**src/rtl/sipo_frame_rx.sv**
```systemverilog
// Serial-in parallel-out frame receiver: hunts for a sync pattern, then captures
// WIDTH data bits MSB first, checks even parity and reports the frame.
module sipo_frame_rx #(
    parameter int                  WIDTH    = 8,
    parameter int                  SYNC_LEN = 4,
    parameter logic [SYNC_LEN-1:0] SYNC_PAT = 4'b1011
) (
    input  logic             clk,
    input  logic             rst_n,
    input  logic             serial_in,
    input  logic             bit_en,
    output logic [WIDTH-1:0] data_out,
    output logic             data_valid,
    output logic             parity_err,
    output logic             busy,
    output logic [7:0]       frame_cnt
);

    localparam int HW = $clog2(SYNC_LEN + 1);
    localparam int BW = $clog2(WIDTH);
    localparam logic [HW:0]   SYNC_LEN_W = (HW+1)'(SYNC_LEN);
    localparam logic [HW-1:0] HUNT_MAX   = HW'(SYNC_LEN);
    localparam logic [BW-1:0] BIT_LAST   = BW'(WIDTH - 1);

    typedef enum logic [1:0] {
        ST_HUNT   = 2'd0,
        ST_DATA   = 2'd1,
        ST_PARITY = 2'd2
    } state_t;

    state_t              r_state;
    logic [SYNC_LEN-1:0] r_sync_sr;
    logic [HW-1:0]       r_hunt_cnt;
    logic [WIDTH-1:0]    r_data_sr;
    logic [BW-1:0]       r_bit_cnt;
    logic [WIDTH-1:0]    r_data_out;
    logic                r_data_valid;
    logic                r_parity_err;
    logic                r_busy;
    logic [7:0]          r_frame_cnt;

    logic [SYNC_LEN-1:0] w_sync_next;
    logic [HW:0]         w_hunt_inc;
    logic [HW-1:0]       w_hunt_sat;
    logic                w_match;
    logic                w_parity_bad;

    function automatic logic f_xor_reduce(input logic [WIDTH-1:0] v);
        return ^v;
    endfunction

    // Next sync window, saturating hunt count and match/parity decisions
    always_comb begin
        w_sync_next  = {r_sync_sr[SYNC_LEN-2:0], serial_in};
        w_hunt_inc   = {1'b0, r_hunt_cnt} + {{HW{1'b0}}, 1'b1};
        w_hunt_sat   = r_hunt_cnt;
        w_parity_bad = f_xor_reduce(r_data_sr) ^ serial_in;
        if (r_hunt_cnt == HUNT_MAX) begin
            w_hunt_sat = r_hunt_cnt;
        end else begin
            w_hunt_sat = w_hunt_inc[HW-1:0];
        end
        // Require SYNC_LEN real bits so a zero-filled window can never match
        if ((w_sync_next == SYNC_PAT) && (w_hunt_inc >= SYNC_LEN_W)) begin
            w_match = 1'b1;
        end else begin
            w_match = 1'b0;
        end
    end

    // Receiver FSM with registered outputs
    always_ff @(posedge clk) begin
        if (!rst_n) begin
            r_state      <= ST_HUNT;
            r_sync_sr    <= '0;
            r_hunt_cnt   <= '0;
            r_data_sr    <= '0;
            r_bit_cnt    <= '0;
            r_data_out   <= '0;
            r_data_valid <= 1'b0;
            r_parity_err <= 1'b0;
            r_busy       <= 1'b0;
            r_frame_cnt  <= 8'd0;
        end else begin
            r_data_valid <= 1'b0;
            r_parity_err <= 1'b0;
            if (bit_en) begin
                case (r_state)
                    ST_HUNT: begin
                        r_sync_sr <= w_sync_next;
                        if (w_match) begin
                            r_state    <= ST_DATA;
                            r_bit_cnt  <= '0;
                            r_hunt_cnt <= '0;
                            r_busy     <= 1'b1;
                        end else begin
                            r_hunt_cnt <= w_hunt_sat;
                        end
                    end
                    ST_DATA: begin
                        r_data_sr <= {r_data_sr[WIDTH-2:0], serial_in};
                        r_bit_cnt <= r_bit_cnt + {{(BW-1){1'b0}}, 1'b1};
                        if (r_bit_cnt == BIT_LAST) begin
                            r_state <= ST_PARITY;
                        end
                    end
                    ST_PARITY: begin
                        if (w_parity_bad) begin
                            r_parity_err <= 1'b1;
                        end else begin
                            r_data_out   <= r_data_sr;
                            r_data_valid <= 1'b1;
                            r_frame_cnt  <= r_frame_cnt + 8'd1;
                        end
                        r_state    <= ST_HUNT;
                        r_sync_sr  <= '0;
                        r_hunt_cnt <= '0;
                        r_busy     <= 1'b0;
                    end
                    default: begin
                        r_state    <= ST_HUNT;
                        r_sync_sr  <= '0;
                        r_hunt_cnt <= '0;
                        r_busy     <= 1'b0;
                    end
                endcase
            end
        end
    end

    assign data_out   = r_data_out;
    assign data_valid = r_data_valid;
    assign parity_err = r_parity_err;
    assign busy       = r_busy;
    assign frame_cnt  = r_frame_cnt;

endmodule

```
**config.mk**
```make
export PLATFORM = sky130hd
export DESIGN_NAME = sipo_frame_rx
export DESIGN_NICKNAME = d
export VERILOG_FILES = /design/src/rtl/sipo_frame_rx.sv
export SDC_FILE = /design/constraint.sdc
export NUM_CORES = 1
export LEC_CHECK = 0
export CORE_AREA = 4 4 61 63
export DETAILED_ROUTE_END_ITERATION = 8
export DIE_AREA = 0 0 65 67
export PLACE_DENSITY = 0.78
export SLEW_MARGIN = 0
export SYNTH_ARGS = -nofsm -noshare
export SYNTH_HDL_FRONTEND = slang
export SYNTH_SLANG_ARGS = --single-unit
```
**constraint.sdc**
```tcl
create_clock -name clk -period 3.6 [get_ports clk]
set_input_delay 1.08 -clock clk [delete_from_list [all_inputs] [get_ports clk]]
set_output_delay 1.08 -clock clk [all_outputs]
set_load 0.01 [all_outputs]
```
==> flow_metrics.tcl <==
set metrics [dict create \
    status "complete, no violations" \
    syn_area_sq_um 1717 \
    cp_top_family "XOR/XNOR gates" \
    grt_util_met3_pct 6.239 \
    synth_nets 217 \
    ys.flop_type "dfxtp_1" \
    fmax_ghz 0.3825 \
    design.portCount 23 \
    cap_violations 0 \
    avgSynthCellArea_sq_um 8.253 \
    path_max_fanout 6 \
    relSlewSlack_pct 51.24 \
    gp_congestion 0.8305 \
    reg2reg_depth 5 \
    met2_usage_pct 28.35 \
    hold_end "data_out[3]" \
    routedWlPerCell_microns 11.64 \
    ys_seq_area_share_pct 44.31 \
    die-area_sq_um 4355 \
    cts_tree "built" \
    grt.total_usage_pct 17.55 \
    power.leakage_nw 0.7389 \
    cts_buffers 5 \
    antenna_found_initial 0 \
    grt-busiest-layer "met2" \
    yosys_warnings 0 \
    hp-start "data_out[3]" \
    worst_setup_path_start_kind "input port" \
    start_util_pct 53.12 \
    ir_drop_v 0.0003329 \
    vias_per_cell 5.170 \
    routed_wl_microns 3213 \
    layout-drive-gt1-share_pct 6.087 \
    slew_viol_final 0 \
    ys_ff_latch 38 \
    synth_area_leader_cell "dfxtp_1" \
    clk_latency_ns 0.35 \
    hold_class "flop to flop" \
    rsz0062_at_grt "no" \
    tightest_slew_ns 0.7269 \
    fillers 293 \
    grt_start_max_net_pins 28 \
    dr_total_vias 1427 \
    ctsHoldBuffers 0 \
    htree_levels 2 \
    fin_util_pct 64.31 \
    synthDistinctLibCells 34 \
    die_h_microns 67 \
    worstReg2RegEnd "frame_cnt[5]" \
    p_per_area_nw_per_um2 402.1 \
    r2r-start "r_data_sr[2]" \
    syn-instance-count 208 \
    crit_chain "clkdlybuf4s50_1, xor3_2, xnor2_2, or4_1, a21oi_1" \
    cp.arrival_ns 2.89 \
    cts_root_buffer "clkbuf_4" \
    diodes 0 \
    final_area_sq_um 2078 \
    core_area_sq_um 3232 \
    nNetsFinal 238 \
    hpwl_microns 2266 \
    post_cts_buffers 0 \
    fin_crit_ns 2.614 \
    grt_pass1_wl_microns 5878 \
    cpMaxStageDelayCell "clkdlybuf4s50_1" \
    cts.reportedPaths.clkPinSlew_ns 0.12 \
    drt_pass1_iterations 5 \
    reg2reg_slack_ns 1.63 \
    port_buffers 22 \
    drc_errors 0 \
    met1_usage_pct 21.03 \
    dpl_cell_area_sq_um 1967 \
    grt_remaining_overflow 0 \
    end_kind "flop" \
    hold_viol 0 \
    worst-path-buf-inv 1 \
    criticalPathCategory "input port to flop" \
    clock_sinks 38 \
    finalSetupViolCount 0 \
    async_flop_share_pct 0 \
    hold_path_depth 2 \
    synth_area_leaders "dfxtp_1, nand2_1, a21oi_1" \
    die_w_microns 65 \
    cpPeakStageDelay_ns 0.57 \
    final.setup_skew_ns 0.01438 \
    synthToLayoutAreaGrowth_pct 21.06 \
    hold_ws_ns 0.4786 \
    drtAntennaViolNets 0 \
    setup_tns_ns 0 \
    clk_path_buf_depth 2 \
    synth_edf_count 0 \
    cp.required_ns 3.88 \
    cts_resized 0 \
    drtIter0Drc 104 \
    grt_pass1_vias 1361 \
    synth_top_area_share_pct 44.31 \
    fp-row-count 21 \
    timing.final.crit_share_pct 72.62 \
]
## stage by stage
stage,power [mW],cells,setup slack (ns)
after detailed placement,0.4674,268,0.6014
final,0.8357,276,0.9857
after floorplan,0.4578,208,1.270
after CTS,0.8446,276,0.9978
after global routing,0.8668,276,0.8698
after global placement,0.4668,268,0.6327
## worst register-to-register path: cells and delay by family (launching register included)
kind                      cells  cell delay [ns]
xor gates and xnor gates      3             0.86
and+or+nand+nor               1             0.47
DFF                           1             0.41
AOI/OAI and AO/OA             1             0.15
## per-layer routing
metal | vias to the layer above | part of all wire (%) | wire length (microns)
met3 | 7 | 3.9 | 125
met1 | 638 | 49 | 1563
met2 | 22 | 46 | 1466
li1 | 760 | - | -
met5 | - | 0 | 0
met4 | 0 | 1.8 | 57
## worst max-delay path by stage
stage	start	endpoint	slack [ns]	cells after the start
floorplan	serial_in	frame_cnt[7]	1.27	4
detailed placement	rst_n	busy	0.60	4
global placement	serial_in	frame_cnt[0]	0.63	7
CTS	serial_in	frame_cnt[5]	1.0	5
global route	rst_n	busy	0.87	4
finish	serial_in	frame_cnt[5]	0.99	5
## cell type report
type	instances	area, sq um	area share, %
Multi-Input combinational cell	153	887.1	42.69
Sequential cell	38	760.7	36.60
Timing Repair Buffer	24	235.2	11.32
Clock inverter	2	60.06	2.890
Tap cell	46	57.56	2.769
Clock buffer	6	51.30	2.468
Inverter	7	26.28	1.264
## synth_stat cells, types with 2 or more instances
master    count
nand4b_1      2
nand2_1      41
a22oi_1       4
ha_1          5
o31ai_1       4
nor3_1        3
nand2b_1      3
a21oi_1      24
dfxtp_1      38
mux2i_1       2
and2_1        3
or4_1         3
o21ai_0      11
nor2_1       15
nand3_1      13
nor2b_1       3
xor2_1        3
inv_1         6
xnor2_1       2
a211oi_1      2
clkbuf_1      8
## flip-flops by register name (all words and copies together) (netlist names)
signal / flops
data_out: 8
r_data_sr: 8
r_sync_sr: 3
busy: 1
r_state: 2
data_valid: 1
parity_err: 1
frame_cnt: 8
r_bit_cnt: 3
r_hunt_cnt: 3
## cell families after synthesis
kind of cell	after synthesis	share of synthesized area, %
adder cells (fa/ha/maj)	5	3.644
buffers and inverters	17	4.008
XOR/XNOR	8	6.341
multiplexers	3	1.968
AO/OA/AOI/OAI	47	15.60
AND/OR/NAND/NOR	90	24.13
flip-flops	38	44.31
## cells in the final DEF, fill, tap and decap left out, drive strengths merged
cell,Yosys,routed
nand2,41,41
dfxtp,38,38
a21oi,24,24
clkdlybuf4s50,0,22
nor2,15,15
nand3,13,13
o21ai,11,11
inv,6,6
clkbuf,8,6
ha,5,5
a22oi,4,4
o31ai,4,4
nor2b,3,3
and2,3,3
xor2,3,3
nor3,3,3
or4,3,3
nand2b,3,3
xnor2,3,3
mux2i,3,3
nand4b,2,2
a211oi,2,2
bufinv,0,2
buf,2,2
clkinv,1,1
nand3b,1,1
xor3,1,1
xnor3,1,1
nand4,1,1
nor3b,1,1
o31a,1,1
or3,1,1
a32oi,1,1
## report_power, final
part           internal (mW)  leakage, nW  switching, mW
logic                 0.0121        0.374         0.0201
clock network          0.235       0.0585          0.142
registers              0.423        0.307        0.00280
(Power assumes the default switching activity.)
==> RTL change (same settings) <==
Add an input register stage for `serial_in` and `bit_en`, without a reset; this delays them by one clock.
--- a/src/rtl/sipo_frame_rx.sv
+++ b/src/rtl/sipo_frame_rx.sv
@@ -28,6 +28,14 @@
         ST_PARITY = 2'd2
     } state_t;
 
+    logic serial_q;
+    logic bit_en_q;
+
+    always_ff @(posedge clk) begin
+        serial_q <= serial_in;
+        bit_en_q <= bit_en;
+    end
+
     state_t              r_state;
     logic [SYNC_LEN-1:0] r_sync_sr;
     logic [HW-1:0]       r_hunt_cnt;
@@ -51,10 +59,10 @@
 
     // Next sync window, saturating hunt count and match/parity decisions
     always_comb begin
-        w_sync_next  = {r_sync_sr[SYNC_LEN-2:0], serial_in};
+        w_sync_next  = {r_sync_sr[SYNC_LEN-2:0], serial_q};
         w_hunt_inc   = {1'b0, r_hunt_cnt} + {{HW{1'b0}}, 1'b1};
         w_hunt_sat   = r_hunt_cnt;
-        w_parity_bad = f_xor_reduce(r_data_sr) ^ serial_in;
+        w_parity_bad = f_xor_reduce(r_data_sr) ^ serial_q;
         if (r_hunt_cnt == HUNT_MAX) begin
             w_hunt_sat = r_hunt_cnt;
         end else begin
@@ -84,7 +92,7 @@
         end else begin
             r_data_valid <= 1'b0;
             r_parity_err <= 1'b0;
-            if (bit_en) begin
+            if (bit_en_q) begin
                 case (r_state)
                     ST_HUNT: begin
                         r_sync_sr <= w_sync_next;
@@ -98,7 +106,7 @@
                         end
                     end
                     ST_DATA: begin
-                        r_data_sr <= {r_data_sr[WIDTH-2:0], serial_in};
+                        r_data_sr <= {r_data_sr[WIDTH-2:0], serial_q};
                         r_bit_cnt <= r_bit_cnt + {{(BW-1){1'b0}}, 1'b1};
                         if (r_bit_cnt == BIT_LAST) begin
                             r_state <= ST_PARITY;
Formal check against the unedited RTL: not equivalent (Yosys sat finds a counterexample within 10 cycles, from zero or initial values and one cycle with rst_n low).
==> RTL change against the original RTL <==
  * Area after synthesis increased by 2.3%
  * Design area up 0.24%
  * Power shrank 7.8%
  * Register-to-register slack got worse by 210 ps
  * Largest cell class unchanged
  * Routed wire length increased by 0.25%
  * Worst setup slack improved by 170 ps
  * Global-route usage down 1.1 points
  * Sequential cell count is 2 higher
  * Highest routed layer unchanged
==> RTL change: results <==
[logic_synthesis]
seq_area_frac_synth = 0.456
async_flop_share = 0
syn-num-nets = 219
synth_common_cells = nand2_1 (41), dfxtp_1 (40), a21oi_1 (24)
ys_top_cells_by_area = dfxtp_1 (46%), nand2_1 (8.8%), a21oi_1 (6.8%), nand3_1 (3.7%), ha_1 (3.6%)
netlist-cell-type-count = 34
ys_warn_count = 0

[critical_path]
slowest_delay_ps = 570
cp_top_family = buffers and inverters
cp.arrival_ps = 1360
crit_fanout = 6
slowest_stage = clkdlybuf4s50_1

[pwr]
ir_drop_mv = 0.240
p_leak_nw = 0.740

[cells_and_area]
n_fill_cell = 276
drive_above_1_share = 0.0560
n_antenna_cell = 0
fin_nets = 240

[clock_tree]
htreeDepth = 2
clk_latency_ps = 350
cts_buffer_depth = 2
clkTransAtPathRegs_ps = 120
cts_resized = 0
root_buffer = clkbuf_4
post_cts_buffers = 0
cts_buffers = 5

[routing]
vias = 1474
drtIter0Drc = 105
routedWlPerCell_um = 11.6
first_pass_iters = 4

[status]
outcome = finished clean

[global_routing]
groute.usage.overall = 0.164
grt_pass1_wl_um = 5490
grt_max_degree = 24
grt_pass1_vias = 1243
grt_antenna_before_repair = 0

[place]
placed_area_mm2 = 0.00201
io_buffers = 22
gp_congestion = 0.759
hpwlAfterDp_um = 2340

[timing]
slew_headroom = 0.404
clock_skew_ps = 11.9

[worst_hold_path]
min_path_type = register to register
==> RTL change: report_power, final <==
| part | total [mW] | internal [mW] | switching [mW] |
|---|---|---|---|
| Sequential | 0.452 | 0.447 | 0.00503 |
| Combinational | 0.0319 | 0.0131 | 0.0188 |
| Clock | 0.286 | 0.146 | 0.141 |
| Total | 0.770 | 0.605 | 0.165 |
==> RTL change: logic make-up after synthesis <==
group | share of synthesized area
AO/OA/AOI/OAI | 0.152
buffers and inverters | 0.0392
multiplexers | 0.0192
AND/OR/NAND/NOR | 0.236
XOR/XNOR | 0.0620
flip-flops | 0.456
adder cells (fa/ha/maj) | 0.0356
==> RTL change: worst reg2reg max path: cells and delay by family, from the launching register on <==
| family | cells | cell delay, ps |
|---|---|---|
| flip-flops | 1 | 420 |
| multiplexers | 1 | 740 |
| XOR/XNOR | 2 | 660 |
| AO/OA/AOI/OAI | 1 | 220 |
==> RTL change: per-stage QoR <==
stage          std cells  setup WS [ps]  hold WS (ps)
2_1_floorplan        210           1770           454
3_3_place_gp         270            920           462
3_5_place_dp         270            876           465
4_1_cts              278           1150           483
5_1_grt              278           1060           510
6_report             278           1160           476
==> RTL change: routing by layer <==
layer / track usage / routed length, µm / up-vias / part of all wire
met5: 0 / 0 / - / 0
met4: 0.0792 / 63 / 0 / 0.020
met3: 0.0523 / 109 / 6 / 0.034
met2: 0.257 / 1510 / 23 / 0.47
met1: 0.204 / 1540 / 680 / 0.48
li1: - / - / 765 / -
==> RTL change: final timing paths <==
path / startpoint / to / slack, ps / cells after the start
worst max-delay path: frame_cnt[3] / frame_cnt[3] / 1160 / 1
worst min-delay path: data_out[5] / data_out[5] / 480 / 2
worst max register to register: r_data_sr[3] / data_out[1] / 1420 / 4
worst min register to register: data_out[5] / data_out[5] / 480 / 2
==> RTL change: cell type report <==
class	count	area, µm²	area share
multi-input cells	153	887	0.426
inverters	7	26.3	0.0126
well taps	46	57.6	0.0276
flip-flops and latches	40	801	0.384
repair buffers	24	235	0.113
clock buffers	6	41.3	0.0198
clock inverters	2	35.0	0.0168
